## src/rtl/fetch_prefetch_if.sv

```systemverilog
// Fetch-stage bundle: icache/MMU request port, CSR/EXE redirect inputs and the
// IF/ID queue head. The master side is the fetch stage; the slave side is the
// environment around it (icache, CSR, EXE and decode).
interface fetch_prefetch_if #(
  parameter int XLEN  = 32,
  parameter int DEPTH = 4
);
  logic                       ic_req_o;
  logic [XLEN-1:0]            ic_addr_o;
  logic                       ic_ack_i;
  logic [31:0]                ic_data_i;
  logic                       ic_fault_i;
  logic                       csr_redirect_i;
  logic [XLEN-1:0]            csr_pc_i;
  logic                       exe_redirect_i;
  logic [XLEN-1:0]            exe_pc_i;
  logic                       id_valid_o;
  logic                       id_ready_i;
  logic [31:0]                id_instr_o;
  logic [XLEN-1:0]            id_pc_o;
  logic [1:0]                 id_exc_o;
  logic [$clog2(DEPTH):0]     fifo_count_o;

  modport master (
    output ic_req_o, ic_addr_o, id_valid_o, id_instr_o, id_pc_o, id_exc_o, fifo_count_o,
    input  ic_ack_i, ic_data_i, ic_fault_i, csr_redirect_i, csr_pc_i,
           exe_redirect_i, exe_pc_i, id_ready_i
  );

  modport slave (
    input  ic_req_o, ic_addr_o, id_valid_o, id_instr_o, id_pc_o, id_exc_o, fifo_count_o,
    output ic_ack_i, ic_data_i, ic_fault_i, csr_redirect_i, csr_pc_i,
           exe_redirect_i, exe_pc_i, id_ready_i
  );
endinterface

```

## src/rtl/fetch_prefetch.sv

```systemverilog
// Prefetching fetch stage: one icache request in flight, DEPTH-entry queue
// towards decode, redirect flush with kill of the in-flight response, and
// precise misaligned/fault entries that halt fetch until the next redirect.
module fetch_prefetch #(
  parameter int              XLEN      = 32,
  parameter int              DEPTH     = 4,
  parameter logic [XLEN-1:0] RESET_PC  = 32'h8000_0000,
  parameter logic [31:0]     NOP_INSTR = 32'h0000_0013
) (
  input  logic         clk,
  input  logic         rst_n,
  fetch_prefetch_if.master bus
);
  localparam int PW = $clog2(DEPTH);
  localparam int CW = PW + 1;
  localparam logic [CW-1:0] DEPTH_C = CW'(DEPTH);

  logic [XLEN-1:0] pc_ff;
  logic [XLEN-1:0] addr_ff;
  logic            req_ff;
  logic            kill_ff;
  logic            halt_ff;

  logic [XLEN-1:0] q_pc    [DEPTH];
  logic [31:0]     q_instr [DEPTH];
  logic [1:0]      q_exc   [DEPTH];
  logic [PW-1:0]   rd_ptr;
  logic [PW-1:0]   wr_ptr;
  logic [CW-1:0]   count;

  logic            redirect;
  logic [XLEN-1:0] redirect_pc;
  logic            ack;
  logic            slot_free;
  logic            ack_take;
  logic            mis_push;
  logic            push;
  logic            pop;
  logic [31:0]     push_instr;
  logic [1:0]      push_exc;
  logic [CW-1:0]   count_next;
  logic [XLEN-1:0] pc_next;
  logic            halt_next;
  logic            kill_next;
  logic            new_req;
  logic            req_next;

  // Next-state decode: redirect priority, ack/kill filtering, push/pop and issue rule.
  always_comb begin
    redirect    = bus.csr_redirect_i | bus.exe_redirect_i;
    redirect_pc = bus.csr_redirect_i ? bus.csr_pc_i : bus.exe_pc_i;
    ack         = req_ff & bus.ic_ack_i;
    slot_free   = ~req_ff | bus.ic_ack_i;
    // A killed or redirect-coincident response never reaches the queue.
    ack_take    = ack & ~kill_ff & ~redirect;
    // pc_ff can only be misaligned after a redirect, so this never collides with ack_take.
    mis_push    = ~redirect & (pc_ff[1:0] != 2'b00) & ~halt_ff & slot_free & (count < DEPTH_C);
    push        = ack_take | mis_push;
    pop         = (count != '0) & bus.id_ready_i & ~redirect;

    push_instr  = bus.ic_data_i;
    push_exc    = 2'd0;
    if (mis_push) begin
      push_instr = NOP_INSTR;
      push_exc   = 2'd1;
    end else if (bus.ic_fault_i) begin
      push_instr = NOP_INSTR;
      push_exc   = 2'd2;
    end

    count_next = count;
    if (redirect) begin
      count_next = '0;
    end else if (push && !pop) begin
      count_next = count + CW'(1);
    end else if (pop && !push) begin
      count_next = count - CW'(1);
    end

    pc_next = pc_ff;
    if (redirect) begin
      pc_next = redirect_pc;
    end else if (ack_take && !bus.ic_fault_i) begin
      pc_next = pc_ff + XLEN'(4);
    end

    halt_next = redirect ? 1'b0 : (halt_ff | (ack_take & bus.ic_fault_i) | mis_push);

    kill_next = kill_ff;
    if (redirect) begin
      kill_next = req_ff & ~bus.ic_ack_i;
    end else if (ack) begin
      kill_next = 1'b0;
    end

    // halt_next (not halt_ff) so a faulting ack does not re-issue the same PC.
    new_req  = slot_free & ~halt_next & (pc_next[1:0] == 2'b00) & (count_next < DEPTH_C);
    req_next = (req_ff & ~bus.ic_ack_i) | new_req;
  end

  // Control registers; the request address is captured only when a new request starts.
  always_ff @(posedge clk or negedge rst_n) begin
    if (!rst_n) begin
      pc_ff   <= RESET_PC;
      addr_ff <= RESET_PC;
      req_ff  <= 1'b0;
      kill_ff <= 1'b0;
      halt_ff <= 1'b0;
      count   <= '0;
      rd_ptr  <= '0;
      wr_ptr  <= '0;
    end else begin
      pc_ff   <= pc_next;
      req_ff  <= req_next;
      kill_ff <= kill_next;
      halt_ff <= halt_next;
      count   <= count_next;
      if (new_req) begin
        addr_ff <= pc_next;
      end
      if (redirect) begin
        rd_ptr <= '0;
        wr_ptr <= '0;
      end else begin
        if (push) wr_ptr <= wr_ptr + PW'(1);
        if (pop)  rd_ptr <= rd_ptr + PW'(1);
      end
    end
  end

  // Queue storage; cleared on reset so the head reads as zero out of reset.
  always_ff @(posedge clk or negedge rst_n) begin
    if (!rst_n) begin
      for (int i = 0; i < DEPTH; i++) begin
        q_pc[i]    <= '0;
        q_instr[i] <= '0;
        q_exc[i]   <= '0;
      end
    end else if (push) begin
      q_pc[wr_ptr]    <= pc_ff;
      q_instr[wr_ptr] <= push_instr;
      q_exc[wr_ptr]   <= push_exc;
    end
  end

  assign bus.ic_req_o     = req_ff;
  assign bus.ic_addr_o    = addr_ff;
  assign bus.id_valid_o   = (count != '0);
  assign bus.id_instr_o   = q_instr[rd_ptr];
  assign bus.id_pc_o      = q_pc[rd_ptr];
  assign bus.id_exc_o     = q_exc[rd_ptr];
  assign bus.fifo_count_o = count;
endmodule

```

## src/flat_wrapper.sv

```systemverilog
// flat-port wrapper written by rule: the top's interface ports become plain ports
module fetch_prefetch_flat 
#(
  parameter int              XLEN      = 32,
  parameter int              DEPTH     = 4,
  parameter logic [XLEN-1:0] RESET_PC  = 32'h8000_0000,
  parameter logic [31:0]     NOP_INSTR = 32'h0000_0013
)
  (clk, rst_n, bus_ic_req_o, bus_ic_addr_o, bus_id_valid_o, bus_id_instr_o, bus_id_pc_o, bus_id_exc_o, bus_fifo_count_o, bus_ic_ack_i, bus_ic_data_i, bus_ic_fault_i, bus_csr_redirect_i, bus_csr_pc_i, bus_exe_redirect_i, bus_exe_pc_i, bus_id_ready_i);
  fetch_prefetch_if #(.XLEN(XLEN), .DEPTH(DEPTH)) bus_i ();
  input  logic clk;
  input  logic rst_n;
  output wire logic [$bits(bus_i.ic_req_o)-1:0] bus_ic_req_o;
  output wire logic [$bits(bus_i.ic_addr_o)-1:0] bus_ic_addr_o;
  output wire logic [$bits(bus_i.id_valid_o)-1:0] bus_id_valid_o;
  output wire logic [$bits(bus_i.id_instr_o)-1:0] bus_id_instr_o;
  output wire logic [$bits(bus_i.id_pc_o)-1:0] bus_id_pc_o;
  output wire logic [$bits(bus_i.id_exc_o)-1:0] bus_id_exc_o;
  output wire logic [$bits(bus_i.fifo_count_o)-1:0] bus_fifo_count_o;
  input wire logic [$bits(bus_i.ic_ack_i)-1:0] bus_ic_ack_i;
  input wire logic [$bits(bus_i.ic_data_i)-1:0] bus_ic_data_i;
  input wire logic [$bits(bus_i.ic_fault_i)-1:0] bus_ic_fault_i;
  input wire logic [$bits(bus_i.csr_redirect_i)-1:0] bus_csr_redirect_i;
  input wire logic [$bits(bus_i.csr_pc_i)-1:0] bus_csr_pc_i;
  input wire logic [$bits(bus_i.exe_redirect_i)-1:0] bus_exe_redirect_i;
  input wire logic [$bits(bus_i.exe_pc_i)-1:0] bus_exe_pc_i;
  input wire logic [$bits(bus_i.id_ready_i)-1:0] bus_id_ready_i;
  assign bus_ic_req_o = bus_i.ic_req_o;
  assign bus_ic_addr_o = bus_i.ic_addr_o;
  assign bus_id_valid_o = bus_i.id_valid_o;
  assign bus_id_instr_o = bus_i.id_instr_o;
  assign bus_id_pc_o = bus_i.id_pc_o;
  assign bus_id_exc_o = bus_i.id_exc_o;
  assign bus_fifo_count_o = bus_i.fifo_count_o;
  assign bus_i.ic_ack_i = bus_ic_ack_i;
  assign bus_i.ic_data_i = bus_ic_data_i;
  assign bus_i.ic_fault_i = bus_ic_fault_i;
  assign bus_i.csr_redirect_i = bus_csr_redirect_i;
  assign bus_i.csr_pc_i = bus_csr_pc_i;
  assign bus_i.exe_redirect_i = bus_exe_redirect_i;
  assign bus_i.exe_pc_i = bus_exe_pc_i;
  assign bus_i.id_ready_i = bus_id_ready_i;
  fetch_prefetch #(.XLEN(XLEN), .DEPTH(DEPTH), .RESET_PC(RESET_PC), .NOP_INSTR(NOP_INSTR)) u_core (.clk(clk), .rst_n(rst_n), .bus(bus_i));
endmodule
```

## config.mk

```make
export PLATFORM = sky130hd
export DESIGN_NAME = fetch_prefetch_flat
export DESIGN_NICKNAME = d
export VERILOG_FILES = /design/src/rtl/fetch_prefetch_if.sv /design/src/rtl/fetch_prefetch.sv /design/src/flat_wrapper.sv
export SDC_FILE = /design/constraint.sdc
export NUM_CORES = 1
export LEC_CHECK = 0
export BUFFER_PORTS_ARGS = -buffer_cell sky130_fd_sc_hd__buf_2
export CAP_MARGIN = 20
export CORE_MARGIN = 4
export CORE_UTILIZATION = 60
export CTS_BUF_LIST = sky130_fd_sc_hd__clkbuf_8
export CTS_CLUSTER_DIAMETER = 120
export CTS_CLUSTER_SIZE = 24
export DETAILED_ROUTE_END_ITERATION = 16
export HOLD_SLACK_MARGIN = 0.08
export MAX_ROUTING_LAYER = met4
export PLACE_DENSITY = 0.83
export SETUP_SLACK_MARGIN = 0.02
export SYNTH_ARGS = -nofsm -noshare
export SYNTH_HDL_FRONTEND = slang
export SYNTH_SLANG_ARGS = --single-unit
```

## constraint.sdc

```tcl
create_clock -name clk -period 3.8 [get_ports clk]
set_input_delay 0.38 -clock clk [delete_from_list [all_inputs] [get_ports clk]]
set_output_delay 0.38 -clock clk [all_outputs]
set_load 0.01 [all_outputs]
```

---- Yosys cells after proc, flatten, opt, wreduce, memory -nomap -nowiden ----
Index checks and enable logic that the tools add are counted.
storage, ports and cells
  register bits after elaboration ......... 338
  latch bits .............................. 0
  output and inout port bits .............. 103
  memories ................................ 0
  memory bits (writable) .................. 0
  bits in read-only memories .............. 0
cells by class
  reductions and logical operators ........ 13
  add/subtract/negate cells ............... 5
  bitwise gates (word level) .............. 28
  shift-type cells ........................ 0
  div/mod/pow operators ................... 0
  $mul .................................... 0
  muxes and demuxes ....................... 33
  equal/unequal tests ..................... 0
  magnitude comparators ................... 5
operators by type and width
  kind                                                                          number
  32-bit two-way mux                                                            10
  128-bit bitwise mux                                                           2
  32-bit binary-select mux with 2-bit select                                    2
  32-bit demux with 2-bit select                                                1
  32-bit by 3-bit adder with 32-bit output, second input constant               1
  2-bit two-way mux                                                             9
  1-bit bitwise AND                                                             14
  3-bit two-way mux                                                             3
  8-bit bitwise mux                                                             1
  2-bit nonzero test                                                            4
  3-bit >= comparator, second input constant                                    2
  3-bit less-than comparator, second input constant                             2
  1-bit inverter                                                                6
  2-bit inverter with 3-bit output                                              2
  1-bit OR                                                                      6
  2-bit by 1-bit adder with 2-bit output, second input constant                 2
  2-bit binary-select mux with 2-bit select                                     1
  2-bit demux with 2-bit select                                                 1
  1-bit logical AND                                                             4
  3-bit by 1-bit adder with 3-bit output, second input constant                 1
  1-bit logical NOT                                                             3
  3-bit by 1-bit less-than comparator with 1-bit output, second input constant  1
  1-bit two-way mux                                                             3
  3-bit nonzero test                                                            1
  other kinds (2)                                                               2

---- Depth between registers and ports, before layout ----
Gate-level depths: netlist (run 1).
  word-level depth ........................ 15
  depth in mapped cells ................... 13
  gate-level depth less buffers ........... 11

---- Worst setup path before layout (run 1) ----
Ideal clock, no wire load.
  kind .................................... input to register
  start point ............................. input bus_csr_redirect_i
  end point ............................... register u_core.addr_ff[10], in the netlist u_core.bus.ic_addr_o[10]
  slack ................................... 0.792 ns
  data arrival time ....................... 2.883 ns
  required time ........................... 3.675 ns
  cell stages on the path ................. 13
  path buffers ............................ 4
  setup time .............................. 0.125 ns
  path through ............................ clkbuf_1 clkbuf_1 nor2_1 clkbuf_1 nand3_1 inv_1 ha_1 nand2_1 o21ai_0 xnor2_1 o21ai_2 buf_2 mux2_2
between the ends
  cells in the longest elaborated chain, start to end .. 14
  elaborated cells between the ends (all ways) .. 30
  classes of those cells .................. order compare (1); mux (7); bitwise (16); reduce/logical (6)
ends and longest elaborated chain
  element                         RTL line                                                          source
  start, declared                 flat_wrapper.sv:23                                                input wire logic [$bits(bus_i.csr_redirect_i)-1:0] bus_csr_redirect_i;
  1-bit OR                        fetch_prefetch.sv:50                                              redirect = bus.csr_redirect_i | bus.exe_redirect_i;
  1-bit inverter                  fetch_prefetch.sv:55, fetch_prefetch.sv:57, fetch_prefetch.sv:59
  1-bit bitwise AND (4 in a row)  fetch_prefetch.sv:57                                              mis_push = ~redirect & (pc_ff[1:0] != 2'b00) & ~halt_ff & slot_free & (count < DEPTH_C);
  1-bit OR                        fetch_prefetch.sv:58                                              push = ack_take | mis_push;
  1-bit logical NOT               fetch_prefetch.sv:76                                              end else if (pop && !push) begin
  1-bit logical AND               fetch_prefetch.sv:76
  3-bit two-way mux               fetch_prefetch.sv:76
  3-bit two-way mux               fetch_prefetch.sv:74                                              end else if (push && !pop) begin
  3-bit two-way mux               fetch_prefetch.sv:72                                              if (redirect) begin
  3-bit less-than comparator      fetch_prefetch.sv:97                                              new_req = slot_free & ~halt_next & (pc_next[1:0] == 2'b00) & (count_next < DEPTH_C);
  1-bit bitwise AND               fetch_prefetch.sv:97
  end signal, assigned            fetch_prefetch.sv:119                                             addr_ff <= pc_next;
  end, declared                   fetch_prefetch.sv:19                                              logic [XLEN-1:0] addr_ff;
Several ways; a longest one is shown, not always the timed one.
A chain may end at the register's enable or synchronous reset.

---- Final worst setup path (run 1) ----
  start point ............................. register u_core.req_ff, in the netlist u_core.bus.ic_req_o
  end point ............................... register u_core.addr_ff[18], in the netlist u_core.bus.ic_addr_o[18]
between the ends
  cells in the longest elaborated chain, start to end .. 12
  elaborated cells between the ends (all ways) .. 27
  classes of those cells .................. order compare (1); mux (6); bitwise (15); reduce/logical (5)
ends and longest elaborated chain
  element                         RTL line               source
  start, declared                 fetch_prefetch.sv:20   logic req_ff;
  start signal, assigned          fetch_prefetch.sv:114  req_ff <= req_next;
  1-bit inverter                  fetch_prefetch.sv:53   slot_free = ~req_ff | bus.ic_ack_i;
  1-bit OR                        fetch_prefetch.sv:53
  1-bit bitwise AND (2 in a row)  fetch_prefetch.sv:57
  1-bit OR                        fetch_prefetch.sv:58
  1-bit logical NOT               fetch_prefetch.sv:76
  1-bit logical AND               fetch_prefetch.sv:76
  3-bit two-way mux               fetch_prefetch.sv:76
  3-bit two-way mux               fetch_prefetch.sv:74
  3-bit two-way mux               fetch_prefetch.sv:72
  3-bit less-than comparator      fetch_prefetch.sv:97
  1-bit bitwise AND               fetch_prefetch.sv:97
Several ways; a longest one is shown, not always the timed one.

==> run metrics, run 1 <==
list of most frequent post-synthesis cells=dfrtp_1 (336), nand2_1 (211), o21ai_0 (166), mux2_2 (123), clkbuf_1 (68); actual transition at the worst max-transition pin=approximately 1.1 ns; number of detailed-route iterations in the first pass=5; cell types with the largest area share after synthesis=dfrtp_1 (56%), mux4_2 (9.9%), mux2_2 (9.2%); flops & latches, synth=338; CTS tree=built; Die Y=166 µm; part of the power in registers=between 50% and 60%; hold_sp=bus_csr_pc_i[17]; crit path capture type=flop; Async S/R FF share, synth=100%; worst max-slew margin expressed relative to the limit=between 20 and 30%; detailed-route via count=between 10000 and 15000; share of the clock period used by the worst path=between 80% and 90%; most frequently used flop master after synthesis=dfrtp_1; pin count of the biggest net entering global routing=between 100 and 150; first-iteration detailed-routing DRC count=821; required time at the endpoint of the critical path=4.24 ns; placed inst area=~16000 µm²; worst-case register-to-register setup slack=0.59 ns; relative contribution of the clock network to total power=about 20%; crit path time final=roughly 3.2 ns; final wirelength=34200 µm; vias per cell=5.89; post-layout total power=between 7 and 8 mW; number of post-CTS setup repair buffers=0; number of top-level pins=roughly 200; maximum level of the CTS H-tree=1; Sink Count=about 340; Routability Congestion=around 0.91; total of endpoints with negative setup slack in the final report=0; Post-Route M1 WL=15000 µm; path type of the worst min-delay path=in -> reg; P_int=between 5 and 6 mW; detailed-route DRC error count=0; final cell count without fillers=around 1700; Final Instance Area=around 17000 µm²; most common cell in the synthesized netlist=dfrtp_1; standard-cell row count=between 50 and 60; number of global-route vias before repair=between 10000 and 15000; full die area=between 20000 and 30000 µm²; Cell Area, Synth=approximately 15000 µm²; global-route wire length before repair=between 50000 and 60000 µm; power density cells=around 460 nW/µm²; placeable core area=24500 µm²; Worst R2R Start=u_core.bus.ic_req_o; worst-case hold path end point=u_core.pc_ff[17]; Avg Cell Area, Syn=between 10 and 15 µm²; number of violations of the max-capacitance limit=0; buffers from clock root to sink, at most=3; # placed instances=roughly 1700; Congestion Overflow GR=0; Area growth syn-to-layout=11.3%; aggregate negative setup slack=0 ns; number of buffers added to fix hold violations after cts=12; status=finished, final reports clean; number of max-slew violations in the final report=0; switching share of power=29.5%; highest clock rate=approximately 310 MHz; library cells used by synthesis=45; antenna-violating nets left=0; number of flops mapped to enable cells by yosys=0; arrival time at the worst endpoint=~3.7 ns; library cell occupying the most area in the post-synthesis netlist=dfrtp_1; Reg2Reg Depth=11; nets@finish=about 1500; switching power summed over all nets=roughly 2.3 mW; Port Buffer Count=around 210; root buffer cell=clkbuf_8; routed wire length on met2=16500 µm; hold depth=3; warnings from Yosys=0; effective utilization at floorplan=roughly 60%; die extent in x=166 µm; count of cells resized by post-cts repair=0; share of the synthesized area in the top cell type=56.0%; final hold violation count=0; worst vdd rail ir drop=about 0.33 mV; number of buffers inserted during clock tree synthesis=18; met3 wirelength from detailed routing=about 2200 µm; layout cells sized above 1=31.8%; share of power burned in combinational logic=between 20% and 30%; fill cell instance count of the final layout=1735; net count after synthesis=about 1300; type of the setup path with the least slack=reg -> reg; cell count after synthesis=between 1000 and 1500; startpoint kind of the worst setup timing path=flop; leakage=around 7.7 nW; number of antenna violations at the first check in global routing=1; estimated wirelength of the detail-placed design=22600 µm; setup skew after layout=roughly 0.037 ns; CTS clock-pin slew for the worst setup and hold paths=roughly 0.14 ns; Highest Signal Layer=met4; fraction of the yosys area taken by sequential cells=between 50% and 60%; detailed-route wire length per cell=between 15 and 20 µm; RSZ-0062 raised after global routing=false; maximum fanout along the worst path=33; insertion delay of the later-clocked pin in the worst-skew pair=between 0.5 and 0.6 ns; endpoint of the lowest-slack register-to-register path=u_core.bus.ic_addr_o[18]; total routing resource utilization after global routing=around 26%
-- cell usage in the layout, fill, tap and decap left out, types with 6 or more instances in the layout --
cell and n:
dfrtp_1 334, nand2_1 209, buf_2 204, o21ai_0 166
mux2_2 123, mux4_2 66, a21oi_1 28, nor2_1 25
mux2_1 20, inv_1 19, xnor2_1 19, clkbuf_8 19
nor3_1 13, dlygate4sd3_1 12, nand3_1 10, or3_1 10
xor2_1 10, ha_1 10, buf_4 10, nor4_1 8
mux2i_1 7, a211oi_1 7, nand4_1 6
-- stage by stage --
step,util [%],hold slack (ns),worst slack (ns)
after floorplan,-,0.0844,0.792
after global placement,66.5,0.457,0.716
after detailed placement,66.5,0.464,0.622
after CTS,68.3,0.0809,0.593
after global routing,68.3,0.0819,0.422
final,68.3,0.112,0.589
-- cells by family after synthesis --
family | share of synthesized area, %
multiplexers | 21.1
AO/OA/AOI/OAI | 8.19
buffers and inverters | 2.78
AND/OR/NAND/NOR | 9.02
XOR/XNOR | 1.69
adder cells (fa/ha/maj) | 0.834
flip-flops | 56.4
-- per-layer routing --
layer / vias up / GRT usage, %
met4: 0 / 4.81
li1: 4659 / -
met2: 347 / 40.8
met5: - / -
met3: 42 / 4.21
met1: 5107 / 36.2
-- state kept, by name, indices dropped and copies added, names as in the netlist --
name                     flops
u_core.bus.fifo_count_o      3
u_core.q_exc                 8
u_core.bus.ic_addr_o        32
u_core.pc_ff                32
u_core.q_instr             128
u_core.rd_ptr                2
u_core.bus.ic_req_o          1
u_core.kill_ff               1
u_core.wr_ptr                2
u_core.q_pc                128
u_core.halt_ff               1
-- worst max-delay path by stage --
stage                         from                  endpoint  slack, ns  depth (start not counted)
6_report       u_core.bus.ic_req_o  u_core.bus.ic_addr_o[18]       0.59                         11
5_1_grt        u_core.bus.ic_req_o  u_core.bus.ic_addr_o[29]       0.42                         11
4_1_cts        u_core.bus.ic_req_o  u_core.bus.ic_addr_o[29]       0.59                         11
3_5_place_dp   u_core.bus.ic_req_o  u_core.bus.ic_addr_o[18]       0.62                         11
3_3_place_gp   u_core.bus.ic_req_o  u_core.bus.ic_addr_o[17]       0.72                         11
2_1_floorplan   bus_csr_redirect_i  u_core.bus.ic_addr_o[10]       0.79                         13
-- worst max-delay path, stage by stage, from the launching register on --
cell     delay, ns
dfrtp_1       0.45
nor2b_1       0.17
or4_4         0.46
a21oi_4       0.42
inv_1         0.10
ha_1          0.24
nand2_1       0.07
o21ai_0       0.09
xnor2_1       0.16
o21ai_2       0.11
buf_4         0.41
mux2_2        0.40
-- power groups by stage --
stage	Combinational (mW)	Clock [mW]	Sequential, mW
after detailed placement	1.74	0	4.50
final	1.74	1.56	4.44
after floorplan	1.02	0	4.43
after global placement	1.69	0	4.47
after CTS	1.76	1.61	4.43
after global routing	1.90	1.74	4.50
-- area by class of cell --
cell class              count  area, µm²  area share, %
diodes                      1       2.50         0.0150
clock buffers              19        262           1.57
clock inverters             7       52.6          0.315
inverters                  13       48.8          0.292
multi-input cells         790       6160           36.9
flip-flops and latches    338       8470           50.7
well taps                 324        405           2.43
repair buffers            231       1310           7.85
(Power assumes the default switching activity.)
==> run 2: changes to the inputs <==
Settings changed: CORE_UTILIZATION 60 to 54, PLACE_DENSITY 0.83 to 0.79.
Clock period 3.8 ns to 2.7 ns, I/O delays scaled along.
==> run metrics, run 2 (synthesized netlist as in run 1, its figures left out) <==
worst vdd rail ir drop=0.418 mV (+26%); Die Y=175 µm (+5.1%); required time at the endpoint of the critical path=3.17 ns (-1.07 ns); CTS clock-pin slew for the worst setup and hold paths=0.14 ns (about the same); antenna-violating nets left=0 (unchanged); number of top-level pins=206 (unchanged); final wirelength=36500 µm (+6.8%); detailed-route wire length per cell=19.5 µm (-1.5%); Area growth syn-to-layout=18.6%; Routability Congestion=0.884 (-3.4%); highest clock rate=381 MHz (+22%); vias per cell=5.70 (-3.2%); Sink Count=338 (unchanged); placeable core area=27200 µm² (+11%); number of buffers inserted during clock tree synthesis=18 (unchanged); insertion delay of the later-clocked pin in the worst-skew pair=0.57 ns (about the same); Final Instance Area=17800 µm² (+6.5%); first-iteration detailed-routing DRC count=595 (-28%); CTS tree=built; number of antenna violations at the first check in global routing=0 (-1); crit path capture type=flop; commonest cells after routing, fill and taps aside=dfrtp_1 (334), nand2_1 (208), buf_2 (204), o21ai_0 (165), mux2_2 (123); die extent in x=175 µm (+5.1%); standard-cell row count=60 (+5.3%); status=finished, final reports clean; Port Buffer Count=205 (unchanged); number of max-slew violations in the final report=0 (unchanged); Antenna Diode Count=0 (-1); placed inst area=16600 µm² (+2.0%); setup skew after layout=0.0339 ns (-0.00282 ns); actual transition at the worst max-transition pin=0.770 ns (-0.310 ns); aggregate negative setup slack=0 ns (unchanged); share of the clock period used by the worst path=97.2% (+13 points); worst-case hold path end point=u_core.pc_ff[8]; worst slack at placement=0.130 ns (-0.492 ns); global-route wire length before repair=58200 µm (+3.4%); full die area=30500 µm² (+11%); fill cell instance count of the final layout=2057 (+19%); Reg2Reg Depth=11 (unchanged); post-layout total power=11.1 mW (+43%); total of endpoints with negative setup slack in the final report=0 (unchanged); RSZ-0062 raised after global routing=true; buffers from clock root to sink, at most=3 (unchanged); detailed-route via count=10700 (+4.9%); endpoint of the lowest-slack register-to-register path=u_core.bus.ic_addr_o[12]; leading cell type in the layout, fill and taps excluded=dfrtp_1; final hold violation count=0 (unchanged); type of the setup path with the least slack=reg -> reg; final setup margin=0.0764 ns (-0.513 ns); number of detailed-route iterations in the first pass=7 (+2); layout cells sized above 1=32.3% (+0.45 points); hold_sp=bus_csr_pc_i[8]; number of violations of the max-capacitance limit=0 (unchanged); number of global-route vias before repair=11000 (+4.0%); worst max-slew margin expressed relative to the limit=48.7% (+21 points); arrival time at the worst endpoint=3.10 ns (-0.55 ns); total routing resource utilization after global routing=24.2% (-1.5 points); path type of the worst min-delay path=in -> reg; crit path time final=2.62 ns (-0.587 ns); detailed-route DRC error count=0 (unchanged); Worst R2R Start=u_core.bus.ic_req_o; Congestion Overflow GR=0 (unchanged); maximum level of the CTS H-tree=1 (unchanged); startpoint kind of the worst setup timing path=flop; effective utilization at floorplan=55.2% (-6.1 points); leakage=8.20 nW (+6.3%); maximum fanout along the worst path=8 (-76%); pin count of the biggest net entering global routing=95 (-6.9%); top flop regs=u_core.q_instr: 128 flops, u_core.q_pc: 128 flops; worst-case register-to-register setup slack=0.08 ns (-0.51 ns); estimated wirelength of the detail-placed design=24500 µm (+8.5%); nets@finish=1602 (+6.4%); root buffer cell=clkbuf_8; power density cells=624 nW/µm² (+35%); hold depth=3 (unchanged)
==> run 2: cell count changes in the layout (fill, tap and decap cells not counted), sizes merged <==
cell,previous run,this run
dlygate4sd3,12,76
buf,219,250
inv,19,21
clkbuf,19,20
diode,1,0
==> run 2: final cells by class <==
cell class | instances | area [µm²] | share of cell area (%)
sequential | 338 | 8470 | 47.6
multi-input combinational | 790 | 6190 | 34.8
timing repair buffer | 328 | 2300 | 13.0
tap | 372 | 465 | 2.62
clock buffer | 18 | 248 | 1.39
clock inverter | 9 | 65.1 | 0.366
inverter | 13 | 48.8 | 0.274
==> run 2: critical path, stage by stage (launching register included) <==
cell,delay [ns]
dfrtp_1,0.40
nor2b_4,0.13
or4_4,0.45
a21oi_4,0.17
ha_1,0.26
nand2_1,0.10
o21ai_2,0.08
xnor2_2,0.10
o21ai_2,0.13
buf_6,0.17
clkbuf_16,0.18
mux2_2,0.34
==> run 2: metal layers <==
| layer | GRT usage (%) | wire length (µm) | share of wire [%] |
|---|---|---|---|
| met2 | 39.6 | 17900 | 49 |
| met5 | - | 0 | 0 |
| met4 | 5.56 | 847 | 2.3 |
| met3 | 3.85 | 2190 | 6.0 |
| met1 | 32.5 | 15500 | 43 |
==> run 2: worst max-delay path by stage <==
stage                          endpoint                 from  slack, ns  cells past startpoint
2_1_floorplan  u_core.bus.ic_addr_o[14]  u_core.bus.ic_req_o     -0.008                     11
3_3_place_gp   u_core.bus.ic_addr_o[27]  u_core.bus.ic_req_o       0.19                     11
3_5_place_dp   u_core.bus.ic_addr_o[28]  u_core.bus.ic_req_o       0.13                     11
4_1_cts                u_core.pc_ff[13]      u_core.pc_ff[6]       0.05                      7
5_1_grt         u_core.bus.ic_addr_o[3]  u_core.bus.ic_req_o      -0.02                     12
6_report       u_core.bus.ic_addr_o[12]  u_core.bus.ic_req_o       0.08                     11
==> run 2: where the power goes <==
| group | total [mW] | internal, mW | leakage (nW) | switching (mW) |
|---|---|---|---|---|
| Clock | 2.18 | 0.657 | 0.183 | 1.52 |
| Sequential | 6.25 | 5.78 | 4.44 | 0.473 |
| Combinational | 2.66 | 1.36 | 3.58 | 1.31 |
| Total | 11.1 | 7.79 | 8.20 | 3.31 |
==> run 2: per-stage QoR <==
step | utilization [%] | instances | hold WS [ns]
floorplan | - | 1231 | -0.0256
global placement | 61.1 | 1757 | 0.340
detailed placement | 61.1 | 1757 | 0.362
CTS | 65.0 | 1860 | 0.0855
global route | 65.5 | 1868 | 0.102
finish | 65.5 | 1868 | 0.111
==> run 2: repair_timing <==
item                                    4_1_cts  5_1_grt
resized for setup                             0        5
buffers inserted                              0        5
endpoints found under the setup margin        0       35
hold buffers                                 76        0
endpoints found under the hold margin       248        0
